<file path="src/rtl/marker_bbox_tracker.sv">
// marker_bbox_tracker: per-frame extreme points (left/right/up/down) of green marker pixels
// Ports: i_clk/i_rst clock and async reset; i_pix_valid/i_x/i_y/i_rgb pixel stream ([0]=R,[1]=G,[2]=B);
// i_frame_end closes a frame; o_left/o_right/o_up/o_down points ([0]=x,[1]=y); o_found detection flag;
// o_pix_count marker pixels of last frame; o_predict_valid one-cycle update pulse.
module marker_bbox_tracker #(
  parameter int          H_ACTIVE   = 640,
  parameter int          V_ACTIVE   = 480,
  parameter logic [7:0]  G_MIN      = 8'd120,
  parameter logic [7:0]  DIFF_MIN   = 8'd40,
  parameter int          MIN_PIXELS = 16,
  parameter logic [10:0] NOT_FOUND  = 11'd2023
) (
  input  logic             i_clk,
  input  logic             i_rst,
  input  logic             i_pix_valid,
  input  logic [10:0]      i_x,
  input  logic [10:0]      i_y,
  input  logic [2:0][7:0]  i_rgb,
  input  logic             i_frame_end,
  output logic [1:0][10:0] o_left,
  output logic [1:0][10:0] o_right,
  output logic [1:0][10:0] o_up,
  output logic [1:0][10:0] o_down,
  output logic             o_found,
  output logic [15:0]      o_pix_count,
  output logic             o_predict_valid
);
  typedef enum logic [1:0] {S_SYNC, S_ACC, S_LATCH} state_t;
  state_t state;
  logic [15:0] cnt, base, n_cnt;
  logic [1:0][10:0] l, r, u, d, n_l, n_r, n_u, n_d, pt;
  logic latch, mark, hit, first, ok;
  always_comb begin
    latch = state == S_LATCH;
    mark = i_rgb[1] >= G_MIN && {1'b0, i_rgb[1]} >= {1'b0, i_rgb[0]} + {1'b0, DIFF_MIN}
           && {1'b0, i_rgb[1]} >= {1'b0, i_rgb[2]} + {1'b0, DIFF_MIN};
    hit = i_pix_valid && mark && i_x < 11'(H_ACTIVE) && i_y < 11'(V_ACTIVE);
    // a pixel in the latch cycle starts the new frame from cleared accumulators
    base = latch ? '0 : cnt;
    first = base == '0;
    pt = {i_y, i_x};
    n_cnt = hit && base != 16'hFFFF ? base + 16'd1 : base;
    n_l = hit && (first || i_x < l[0]) ? pt : l;
    n_r = hit && (first || i_x > r[0]) ? pt : r;
    n_u = hit && (first || i_y < u[1]) ? pt : u;
    n_d = hit && (first || i_y >= d[1]) ? pt : d;
    ok = cnt >= 16'(MIN_PIXELS);
  end
  always_ff @(posedge i_clk or posedge i_rst) begin
    if (i_rst) begin
      state <= S_SYNC;
      cnt <= '0;
      l <= '0;
      r <= '0;
      u <= '0;
      d <= '0;
      o_left <= {NOT_FOUND, NOT_FOUND};
      o_right <= {NOT_FOUND, NOT_FOUND};
      o_up <= {NOT_FOUND, NOT_FOUND};
      o_down <= {NOT_FOUND, NOT_FOUND};
      o_found <= 1'b0;
      o_pix_count <= '0;
      o_predict_valid <= 1'b0;
    end else begin
      o_predict_valid <= latch;
      if (state != S_SYNC) begin
        cnt <= n_cnt;
        l <= n_l;
        r <= n_r;
        u <= n_u;
        d <= n_d;
      end
      if (latch) begin
        o_left <= ok ? l : {NOT_FOUND, NOT_FOUND};
        o_right <= ok ? r : {NOT_FOUND, NOT_FOUND};
        o_up <= ok ? u : {NOT_FOUND, NOT_FOUND};
        o_down <= ok ? d : {NOT_FOUND, NOT_FOUND};
        o_found <= ok;
        o_pix_count <= cnt;
      end
      state <= state == S_SYNC ? (i_frame_end ? S_ACC : S_SYNC) :
               state == S_ACC ? (i_frame_end ? S_LATCH : S_ACC) : S_ACC;
    end
  end
endmodule

</file>
<file path="config.mk">
export PLATFORM = sky130hd
export DESIGN_NAME = marker_bbox_tracker
export DESIGN_NICKNAME = d
export VERILOG_FILES = /design/src/rtl/marker_bbox_tracker.sv
export SDC_FILE = /design/constraint.sdc
export NUM_CORES = 1
export LEC_CHECK = 0
export ABC_CLOCK_PERIOD_IN_PS = 7800
export BUFFER_PORTS_ARGS = -buffer_cell sky130_fd_sc_hd__buf_4
export CORE_ASPECT_RATIO = 0.8
export CORE_UTILIZATION = 50
export DETAILED_ROUTE_END_ITERATION = 10
export PLACE_DENSITY = 0.84
export SETUP_SLACK_MARGIN = 0.1
export SYNTH_ARGS = -nofsm -noshare
export SYNTH_HDL_FRONTEND = slang
export SYNTH_SLANG_ARGS = --single-unit
</file>
<file path="constraint.sdc">
create_clock -name i_clk -period 7.8 [get_ports i_clk]
set_input_delay 0.78 -clock i_clk [delete_from_list [all_inputs] [get_ports i_clk]]
set_output_delay 0.78 -clock i_clk [all_outputs]
set_load 0.01 [all_outputs]
</file>
==> impl_metrics.yaml <==
global_routing:
  grt_antenna_before_repair: 0
  grt_max_degree: 139
  grt_pass1_vias: 7270
  grt_pass1_wl_mm: 38.07
  track_usage_pct: 23.49
  gr-total-overflow: 0
place:
  dp.cells: 1216
  hpwl_mm: 15.49
  portBuffers: 155
  gp_congestion: 0.8467
timing:
  finalHoldViolCount: 0
  drv_slew: 0
  fin_crit_sh_pct: 48.82
  max_freq_mhz: 262.6
  setup_viol: 0
  fin_crit_ps: 3808
  skew_ps: 27.93
  worst_pin_slew_ps: 1092
  rsz0062_at_grt: "no"
  max_slew_margin_pct: 27.21
  finalSetupTns_ps: 0
  hold_slack_ps: 418.6
die:
  dieArea_mm2: 0.02026
  die_w_um: 158.9
  core-area_mm2: 0.01914
  io_pins: 156
  std_cell_rows: 45
  start_util_pct: 51.42
  dieHeight_um: 127.5
finish:
  fin_nets: 1094
  area_delta_synth_final_pct: 21.02
  stdcell_count: 1256
  fillCellCount: 1545
  drive_above_1_share_pct: 35.87
  num_antenna_cells: 0
  layout_common_cells: "162 x buf_4, 140 x dfrtp_1, 84 x nand2_1, 72 x dfstp_2, 62 x ha_1"
  utilization_pct: 62.23
  mostFrequentLayoutCell: "buf_4"
clock_network:
  cts-buffers-inserted: 22
  path_clk_slew_ps: 60
  insertion_delay_ps: 510
  htreeDepth: 1
  cts_setup_buffers: 0
  cts_tree: "yes"
  clock_sinks: 212
  clock_path_buffers: 3
  root_buffer: "clkbuf_16"
  cts_hold_buffers: 0
  cts_resized: 0
power_and_ir_drop:
  p_int_uw: 2445
  power.total_uw: 3426
  clkPwrFrac_pct: 29.8
  p_sw_share_pct: 28.63
  seq_power_share_pct: 45.5
  p_per_area_mw_per_mm2: 287.6
  switching_power_uw: 980.7
  ir_worst_vdd_v: 0.0002371
  p_comb_share_pct: 24.7
  p_leak_uw: 0.005702
routing:
  routed_wl_mm: 23.19
  vias: 6947
  drt-wirelength-per-cell_um: 18.46
  viasPerCell: 5.531
  drc: 0
  firstDrtPassIters: 4
  antenna_left: 0
  drt_first_iter_violations: 380
yosys:
  synth_ff_type: "dfrtp_1"
  synth_enable_flop_cells: 0
  synthCells: 835
  synth.top_cell.area_share_pct: 35.59
  syn-num-nets: 947
  synth-async-reset-ratio_pct: 100.0
  ys_seq_elements: 212
  synth_top_area_cell: "dfrtp_1"
  netlist_area_mm2: 0.009843
  synth_area_per_cell_um2: 11.79
  ys_seq_area_share_pct: 54.81
  yosys_warnings: 0
  yosys.cell_types.count: 56
  synth.area.top_cells: "dfrtp_1 36%, dfstp_2 19%, ha_1 7.9%"
worst_setup_path:
  r2r_setup_slack_ps: 3990
  startpoint_type: "flip-flop"
  r2r-end: "cnt[6]$_DFFE_PP0N_"
  worst_ep_required_time_ps: 8120
  endpoint_kind: "flip-flop"
  rr_startpoint: "state[0]$_DFF_PP0_"
  reg2reg_depth: 10
  critPathKind: "reg -> reg"
  worst-path-max-fanout: 45
  crit_start: "state[0]$_DFF_PP0_"
  arrival_ps: 4130
worst_hold_path:
  hold_path_class: "in -> async"
flow_run:
  maxCapViolations: 0
outcome:
  outcome: "finished, final reports clean"
## critical path: stages (launching register included)
cell and delay, ps:
dfrtp_1 530, nand2b_2 830, nand2_1 250, inv_1 100, ha_1 180, and3_1 260
nand2_1 130, nor4_2 610, or2_1 490, or4_1 180, a21oi_1 60
## layout make-up
| type | count | area (um2) | share of cell area (%) |
|---|---|---|---|
| clock buffers | 31 | 624.3 | 5.241 |
| clock inverters | 9 | 81.33 | 0.6827 |
| inverters | 56 | 219.0 | 1.838 |
| multi-input cells | 528 | 4054 | 34.03 |
| flip-flops and latches | 212 | 5395 | 45.29 |
| well taps | 258 | 322.8 | 2.710 |
| repair buffers | 162 | 1216 | 10.21 |
## cells by family (layout without fill, tap and decap cells)
| family | Yosys count | count (layout) | synth area share (%) |
|---|---|---|---|
| muxes | 76 | 76 | 9.991 |
| DFF | 212 | 212 | 54.81 |
| AOI/OAI and AO/OA | 165 | 165 | 11.68 |
| xor gates and xnor gates | 11 | 11 | 0.9787 |
| buffers and inverters | 95 | 258 | 4.284 |
| adders and majority gates | 62 | 62 | 7.881 |
| and+or+nand+nor | 214 | 214 | 10.37 |
## metal layers
layer	vias up	GRT usage (%)	wire (um)
li1	3250	-	-
met1	3499	32.22	10740
met2	160	37.44	10550
met3	38	5.974	1454
met4	0	5.995	446
met5	-	0	0
## synthesized netlist by cell type (3+ instances only)
library cell  count
nor4_1            4
and3_1            6
nand2b_1          4
mux2_4           34
nor3_1            5
nand4_1          11
a21oi_1          50
a21o_1            7
mux2_2           42
nor2_1           46
buf_6             7
a221oi_1          4
buf_2             4
or2_2             3
a22o_1            9
o22a_1           40
a31oi_1           3
ha_1             62
nand2_1          84
or4_1             7
buf_1             3
and2_1            8
dfrtp_1         140
nand3_1          18
a211oi_1          4
clkbuf_1         23
inv_1            55
dfstp_2          72
o21ai_0          22
o21a_1            3
xnor2_1           5
nor2b_1           7
and4_1            3
xor2_1            6
o31ai_1           7
## how the worst max path moves through the flow
stage | to | slack (ps) | cells after the start
2_1_floorplan | cnt[0]$_DFFE_PP0N_ | 1340 | 1
3_3_place_gp | d[8]$_DFFE_PP0P_ | 4100 | 13
3_5_place_dp | d[8]$_DFFE_PP0P_ | 4020 | 13
4_1_cts | cnt[6]$_DFFE_PP0N_ | 4050 | 10
5_1_grt | cnt[6]$_DFFE_PP0N_ | 3620 | 10
6_report | cnt[6]$_DFFE_PP0N_ | 3990 | 10
## through the flow
stage               setup WS [ps]  area, um2
floorplan                    1345       9843
global placement             4102      11210
detailed placement           4023      11210
CTS                          4048      11910
global route                 3624      11910
finish                       3992      11910
## sequential cells by signal, summed over array words and instances, names as in the netlist
register and cells:
cnt 16, d 22, l 22, o_down 22, o_found 1, o_left 22
o_pix_count 16, o_predict_valid 1, o_right 22, o_up 22, r 22, state 2
u 22
## power by group through the flow
stage | Clock [uW] | Sequential, uW | Combinational (uW)
3_3_place_gp | 0 | 1560 | 821
3_5_place_dp | 0 | 1570 | 846
4_1_cts | 1040 | 1560 | 854
2_1_floorplan | 0 | 1640 | 353
5_1_grt | 1090 | 1580 | 921
6_report | 1020 | 1560 | 845
(Power assumes the default switching activity.)
